`src/rtl/gyro_telemetry_pkg.sv`:
```
// Shared types and constants for the gyro telemetry frame scheduler.
package gyro_telemetry_pkg;

  typedef enum logic [1:0] {
    ST_IDLE = 2'd0,
    ST_SEND = 2'd1,
    ST_DONE = 2'd2
  } state_t;

  localparam int IDX_W        = 4;
  localparam int FRAME_LEN_T  = 12;
  localparam int FRAME_LEN_NT = 10;

  function automatic logic [7:0] sat_inc8(input logic [7:0] v);
    return (v == 8'hFF) ? v : v + 8'd1;
  endfunction

endpackage

```
`src/rtl/gyro_telemetry_sched_if.sv`:
```
// Byte stream from the frame scheduler to the UART transmitter.
// A byte moves on any GCLK edge where tx_valid and tx_ready are both high;
// while tx_valid is high and tx_ready low, tx_data is held unchanged.
interface gyro_telemetry_sched_if;
  logic [7:0] tx_data;
  logic       tx_valid;
  logic       tx_ready;

  modport master (output tx_data, output tx_valid, input tx_ready);
  modport slave  (input tx_data, input tx_valid, output tx_ready);
endinterface

```
`src/rtl/period_tick_gen.sv`:
```
// Free-running 0..PERIOD-1 counter; tick is high on the terminal count cycle.
module period_tick_gen #(
  parameter int PERIOD = 1000000
) (
  input  logic GCLK,
  input  logic nRST,
  output logic tick
);

  localparam int CW = $clog2(PERIOD);

  logic [CW-1:0] cnt;

  assign tick = (cnt == CW'(PERIOD - 1));

  always_ff @(posedge GCLK or negedge nRST) begin
    if (!nRST)     cnt <= '0;
    else if (tick) cnt <= '0;
    else           cnt <= cnt + 1'b1;
  end

endmodule

```
`src/rtl/gyro_telemetry_sched.sv`:
```
// Gyro telemetry framer: snapshots the latest sample set on each period tick
// and streams SYNC0 SYNC1 seq payload chk to the UART over valid/ready.
module gyro_telemetry_sched
  import gyro_telemetry_pkg::*;
#(
  parameter int         PERIOD       = 1000000,
  parameter logic [7:0] SYNC0        = 8'h55,
  parameter logic [7:0] SYNC1        = 8'hAA,
  parameter bit         INCLUDE_TEMP = 1'b1
) (
  input  logic        GCLK,
  input  logic        nRST,
  input  logic        enable,
  input  logic        sample_valid,
  input  logic [15:0] x_in,
  input  logic [15:0] y_in,
  input  logic [15:0] z_in,
  input  logic [15:0] temp_in,
  gyro_telemetry_sched_if.master tx,
  output logic        busy,
  output logic        frame_done,
  output logic [7:0]  seq,
  output logic [7:0]  overrun_cnt,
  output state_t      dbg_state
);

  localparam logic [IDX_W-1:0] LAST_IDX =
    INCLUDE_TEMP ? IDX_W'(FRAME_LEN_T - 1) : IDX_W'(FRAME_LEN_NT - 1);

  state_t           state, state_nx;
  logic             tick, start, xfer;
  logic [IDX_W-1:0] idx;
  logic [7:0]       chk, byte_cur;
  logic [15:0]      sh_x, sh_y, sh_z, sh_t;
  logic [15:0]      sn_x, sn_y, sn_z, sn_t;

  period_tick_gen #(.PERIOD(PERIOD)) u_tick (
    .GCLK (GCLK),
    .nRST (nRST),
    .tick (tick)
  );

  assign start = (state == ST_IDLE) && tick && enable;
  assign xfer  = (state == ST_SEND) && tx.tx_ready;

  always_ff @(posedge GCLK or negedge nRST) begin
    if (!nRST) state <= ST_IDLE;
    else       state <= state_nx;
  end

  always_comb begin
    state_nx    = state;
    tx.tx_valid = 1'b0;
    busy        = 1'b0;
    frame_done  = 1'b0;
    case (state)
      ST_IDLE: if (tick && enable) state_nx = ST_SEND;
      ST_SEND: begin
        tx.tx_valid = 1'b1;
        busy        = 1'b1;
        if (tx.tx_ready && (idx == LAST_IDX)) state_nx = ST_DONE;
      end
      ST_DONE: begin
        busy       = 1'b1;
        frame_done = 1'b1;
        state_nx   = ST_IDLE;
      end
      default: state_nx = ST_IDLE;
    endcase
  end

  // The final index falls through to the running checksum in both frame lengths.
  always_comb begin
    byte_cur = chk;
    case (idx)
      4'd0: byte_cur = SYNC0;
      4'd1: byte_cur = SYNC1;
      4'd2: byte_cur = seq;
      4'd3: byte_cur = sn_x[7:0];
      4'd4: byte_cur = sn_x[15:8];
      4'd5: byte_cur = sn_y[7:0];
      4'd6: byte_cur = sn_y[15:8];
      4'd7: byte_cur = sn_z[7:0];
      4'd8: byte_cur = sn_z[15:8];
      default: byte_cur = chk;
    endcase
    if (INCLUDE_TEMP && (idx == 4'd9))  byte_cur = sn_t[7:0];
    if (INCLUDE_TEMP && (idx == 4'd10)) byte_cur = sn_t[15:8];
  end

  assign tx.tx_data = (state == ST_SEND) ? byte_cur : 8'h00;
  assign dbg_state  = state;

  always_ff @(posedge GCLK or negedge nRST) begin
    if (!nRST) begin
      sh_x <= '0; sh_y <= '0; sh_z <= '0; sh_t <= '0;
      sn_x <= '0; sn_y <= '0; sn_z <= '0; sn_t <= '0;
      idx         <= '0;
      chk         <= '0;
      seq         <= '0;
      overrun_cnt <= '0;
    end else begin
      if (sample_valid) begin
        sh_x <= x_in; sh_y <= y_in; sh_z <= z_in; sh_t <= temp_in;
      end
      // Snapshot reads the shadow before any same-cycle sample update lands.
      if (start) begin
        sn_x <= sh_x; sn_y <= sh_y; sn_z <= sh_z; sn_t <= sh_t;
        idx  <= '0;
        chk  <= '0;
      end else if (xfer) begin
        idx <= idx + 1'b1;
        if ((idx >= IDX_W'(2)) && (idx != LAST_IDX)) chk <= chk + byte_cur;
      end
      if (state == ST_DONE) seq <= seq + 8'd1;
      if (tick && enable && (state != ST_IDLE)) overrun_cnt <= sat_inc8(overrun_cnt);
    end
  end

endmodule

```
`src/flat_wrapper.sv`:
```
// flat-port wrapper written by rule: the top's interface ports become plain ports
module gyro_telemetry_sched_flat import gyro_telemetry_pkg::*;
#(
  parameter int         PERIOD       = 1000000,
  parameter logic [7:0] SYNC0        = 8'h55,
  parameter logic [7:0] SYNC1        = 8'hAA,
  parameter bit         INCLUDE_TEMP = 1'b1
)
  (GCLK, nRST, enable, sample_valid, x_in, y_in, z_in, temp_in, busy, frame_done, seq, overrun_cnt, dbg_state, tx_tx_data, tx_tx_valid, tx_tx_ready);
  gyro_telemetry_sched_if tx_i ();
  input  logic GCLK;
  input  logic nRST;
  input  logic enable;
  input  logic sample_valid;
  input  logic [15:0] x_in;
  input  logic [15:0] y_in;
  input  logic [15:0] z_in;
  input  logic [15:0] temp_in;
  output logic busy;
  output logic frame_done;
  output logic [7:0] seq;
  output logic [7:0] overrun_cnt;
  output state_t dbg_state;
  output wire logic [$bits(tx_i.tx_data)-1:0] tx_tx_data;
  output wire logic [$bits(tx_i.tx_valid)-1:0] tx_tx_valid;
  input wire logic [$bits(tx_i.tx_ready)-1:0] tx_tx_ready;
  assign tx_tx_data = tx_i.tx_data;
  assign tx_tx_valid = tx_i.tx_valid;
  assign tx_i.tx_ready = tx_tx_ready;
  gyro_telemetry_sched #(.PERIOD(PERIOD), .SYNC0(SYNC0), .SYNC1(SYNC1), .INCLUDE_TEMP(INCLUDE_TEMP)) u_core (.GCLK(GCLK), .nRST(nRST), .enable(enable), .sample_valid(sample_valid), .x_in(x_in), .y_in(y_in), .z_in(z_in), .temp_in(temp_in), .tx(tx_i), .busy(busy), .frame_done(frame_done), .seq(seq), .overrun_cnt(overrun_cnt), .dbg_state(dbg_state));
endmodule
```
`config.mk`:
```
export PLATFORM = sky130hd
export DESIGN_NAME = gyro_telemetry_sched_flat
export DESIGN_NICKNAME = d
export VERILOG_FILES = /design/src/rtl/gyro_telemetry_pkg.sv /design/src/rtl/gyro_telemetry_sched_if.sv /design/src/rtl/period_tick_gen.sv /design/src/rtl/gyro_telemetry_sched.sv /design/src/flat_wrapper.sv
export SDC_FILE = /design/constraint.sdc
export NUM_CORES = 1
export LEC_CHECK = 0
export CORE_MARGIN = 2
export CORE_UTILIZATION = 50
export DETAILED_ROUTE_END_ITERATION = 10
export GPL_TIMING_DRIVEN = 0
export PLACE_DENSITY = 0.73
export SLEW_MARGIN = 10
export SYNTH_ARGS = -nofsm -noshare
export SYNTH_HDL_FRONTEND = slang
export SYNTH_SLANG_ARGS = --single-unit
```
`constraint.sdc`:
```
create_clock -name GCLK -period 5.6 [get_ports GCLK]
set_clock_uncertainty 0.1 [all_clocks]
set_input_delay 0.84 -clock GCLK [delete_from_list [all_inputs] [get_ports GCLK]]
set_output_delay 0.84 -clock GCLK [all_outputs]
set_load 0.01 [all_outputs]
```
==> impl_metrics.csv <==
group,metric,value,unit
final_layout,syn_to_final_growth,22.1,%
floorplan,die_h,133,um
final_layout,final_util,61.8,%
synth,yosysSeqAreaShare,53.9,%
clocking,clk_pin_slew_worst_paths,0.07,ns
power_and_ir_drop,p_leak,4.68,nW
clocking,cts_max_path_buffers,2,
sta,fin_crit_sh,81.7,%
sta,setup_viol,0,
routing,vias,6237,
synth,yosys_warnings,0,
power_and_ir_drop,pwr_density_cell,261,nW/um^2
final_layout,diodes,0,
clocking,post_cts_resized,0,
global_routing,grt_pass1_vias,6308,
critical_path,crit_end,"tx_tx_data[2]",
global_routing,antenna_found_initial,0,
critical_path,critPathBufInv,3,
floorplan,core-area,16300,sq um
power_and_ir_drop,intPower,2.03,mW
routing,routed_wl,19100,um
power_and_ir_drop,switchingPower,0.599,mW
global_routing,grt_pass1_wl,31500,um
critical_path,cp_top_family,"buffers and inverters",
critical_path,crit_path_max_incr_delay,0.53,ns
critical_path,path_class,"flip-flop to output pin",
synth,synth_seq_cells,178,
routing,drt_pass1_iterations,5,
global_routing,grt_remaining_overflow,0,
synth,syn_avg_cell_area,10.5,sq um
min_path,hold_path_class,"input port to async pin",
floorplan,io_pins,98,
clocking,htreeDepth,4,
sta,drv_slew,0,
critical_path,rr_worst_depth,16,
synth,async_flop_share,100,%
final_layout,drive_gt1_share,14.0,%
synth,ys.flop_type,"dfrtp_1",
placed_design,hpwlAfterDp,13700,um
placed_design,place_area,9540,sq um
floorplan,start_util,50.6,%
critical_path,start_kind,"flip-flop",
clocking,cts_sinks,178,
sta,fmaxAchievable,219,MHz
status,status,"completed",
global_routing,grt.busiest_layer,"met2",
sta,final-hold-violation-count,0,
routing,drtIter0Drc,615,
routing,drc,0,
critical_path,worst-path-max-fanout,10,
global_routing,use_met1,30.6,%
sta,min_period,4.58,ns
routing,routedWlPerCell,16.8,um
power_and_ir_drop,pwr-share-clk,43.2,%
synth,synth_cell_types,60,
clocking,clk_latency,0.43,ns
placed_design,io_buffers,96,
placed_design,gp_congestion,0.887,
global_routing,grtUsageMet3,4.87,%
synth,synthCells,787,
critical_path,cp.depth,10,
global_routing,track_usage,22.6,%
synth,syn_area,8270,sq um
critical_path,end_kind,"output pin",
critical_path,timing.rr.end,"u_core.chk[4]",
floorplan,die_w,133,um
final_layout,nNetsFinal,990,
power_and_ir_drop,swShare,22.8,%
critical_path,worstPathRequired,4.66,ns
critical_path,crit_chain,"inv_1 > ha_1 > clkbuf_1 > a222oi_1 > a211oi_1 > a211oi_1 > nor3_1 > a221o_1 > and2_1 > clkdlybuf4s50_1",
clocking,cts_tree,"built",
placed_design,dp_slack,1.44,ns
synth,synth_fp_nets,874,
clocking,cts_made_buffers,17,
sta,max_slew_margin,54.6,%
critical_path,reg2reg_slack,1.30,ns
critical_path,crit_path_start,"u_core.idx[1]",
sta,worstMarginPinSlew,0.681,ns
critical_path,cp_slowest_cell,"clkdlybuf4s50_1",
critical_path,critPathMostFrequentCell,"a211oi_1",
critical_path,crit-reg2reg-launch,"u_core.idx[1]",
synth,synth-edff-count,0,
clocking,root_buffer,"clkbuf_16",
clocking,hold_buffers,0,
power_and_ir_drop,p_seq_share,51.6,%
final_layout,stdcell_area,10100,sq um
sta,setup_ws,1.02,ns
global_routing,grt_use_met2,36.0,%
clocking,cts_setup_buffers,0,
power_and_ir_drop,combPwrFrac,5.2,%
routing,antenna_left,0,
floorplan,die_area,17600,sq um
run,drv_cap,0,
floorplan,rows,47,
routing,viasPerCell,5.49,
sta,rsz0062_at_grt,"no",
power_and_ir_drop,ir_drop,0.215,mV
global_routing,grt_max_degree,114,
critical_path,crit_arrival,3.64,ns
## cell type report
| class | count | area, sq um |
|---|---|---|
| Fill cell | 1397 | 6250 |
| Sequential cell | 178 | 4450 |
| Multi-Input combinational cell | 560 | 3530 |
| Timing Repair Buffer | 97 | 993 |
| Clock buffer | 17 | 425 |
| Tap cell | 220 | 275 |
| Buffer | 37 | 234 |
| Clock inverter | 15 | 134 |
| Inverter | 12 | 45.0 |
## synthesized netlist by cell type, types with 3 or more instances
cell type / number / area, sq um
a221o_1: 5 / 50.1
nand4_1: 11 / 68.8
a32o_1: 4 / 40.0
nand2_1: 222 / 833
mux2_2: 65 / 732
and3_1: 9 / 56.3
and4_1: 3 / 26.3
nor2b_1: 5 / 31.3
o21ai_0: 14 / 70.1
buf_2: 10 / 50.1
a21oi_1: 24 / 120
nand2b_1: 6 / 37.5
nand3b_1: 5 / 37.5
buf_6: 11 / 124
xor2_1: 15 / 131
a211oi_1: 9 / 67.6
inv_1: 12 / 45.0
and2_1: 7 / 43.8
dfrtp_1: 178 / 4450
xnor2_1: 21 / 184
nor2_1: 33 / 124
a221oi_1: 7 / 61.3
nor3_1: 8 / 40.0
or3_1: 4 / 25.0
a22o_1: 6 / 52.6
nand3_1: 19 / 95.1
a222oi_1: 4 / 40.0
ha_1: 17 / 213
clkbuf_1: 15 / 56.3
## flip-flops by register name, indices dropped and copies added, names as in the netlist
name,count
u_core.overrun_cnt,8
u_core.sh_t,16
u_core.dbg_state,2
u_core.sh_y,16
u_core.idx,4
u_core.u_tick.cnt,20
u_core.sh_x,16
u_core.sn_y,16
u_core.seq,8
u_core.sh_z,16
u_core.sn_x,16
u_core.chk,8
u_core.sn_z,16
u_core.sn_t,16
## cells by family after synthesis
logic type	Yosys count	share of synthesized area, %
multiplexers	66	8.97
XOR/XNOR	36	3.81
buffers and inverters	49	3.37
AO/OA/AOI/OAI	93	8.13
flip-flops	178	53.9
AND/OR/NAND/NOR	347	19.0
adder cells (fa/ha/maj)	18	2.81
## worst min path at each step
stage                   startpoint               to
finish                        nRST  u_core.sh_y[10]
global route                  nRST  u_core.sh_y[10]
CTS                           nRST  u_core.sh_y[10]
detailed placement  u_core.sn_t[9]   u_core.sn_t[9]
global placement    u_core.sn_t[9]   u_core.sn_t[9]
floorplan           u_core.sn_t[9]   u_core.sn_t[9]
## power by group through the flow
stage / combinational, mW / clock, mW / sequential [mW]
floorplan: 0.0562 / 0 / 1.37
global placement: 0.134 / 0 / 1.38
detailed placement: 0.139 / 0 / 1.38
CTS: 0.140 / 1.16 / 1.36
global route: 0.150 / 1.21 / 1.36
finish: 0.136 / 1.14 / 1.36
## metrics by stage
stage | hold slack, ns | cells | setup TNS (ns) | power (mW)
after floorplan | 0.330 | 787 | 0 | 1.43
after global placement | 0.348 | 1103 | -667.32 | 1.52
after detailed placement | 0.355 | 1104 | 0 | 1.52
after CTS | 0.266 | 1136 | 0 | 2.65
after global routing | 0.277 | 1136 | 0 | 2.73
final | 0.243 | 1136 | 0 | 2.63
## layout by cell type (no fill, tap or decap), types with 7 or more instances in the layout
cell type,n
nand2_1,222
dfrtp_1,178
clkdlybuf4s50_1,95
mux2_2,65
nor2_1,33
a21oi_1,24
xnor2_1,21
nand3_1,19
ha_1,17
clkbuf_16,17
clkbuf_1,15
xor2_1,15
o21ai_0,14
inv_1,12
nand4_1,11
buf_6,11
buf_2,10
a211oi_1,9
and3_1,9
nor3_1,8
and2_1,7
a221oi_1,7
## routing by layer
| metal | part of all wire [%] | routed length [um] | vias to the layer above |
|---|---|---|---|
| li1 | - | - | 2941 |
| met4 | 2.5 | 469 | 0 |
| met2 | 48 | 9070 | 194 |
| met1 | 45 | 8570 | 3059 |
| met3 | 5.0 | 945 | 43 |
| met5 | 0 | 0 | - |
No activity file was read; power rests on OpenSTA's default activity.
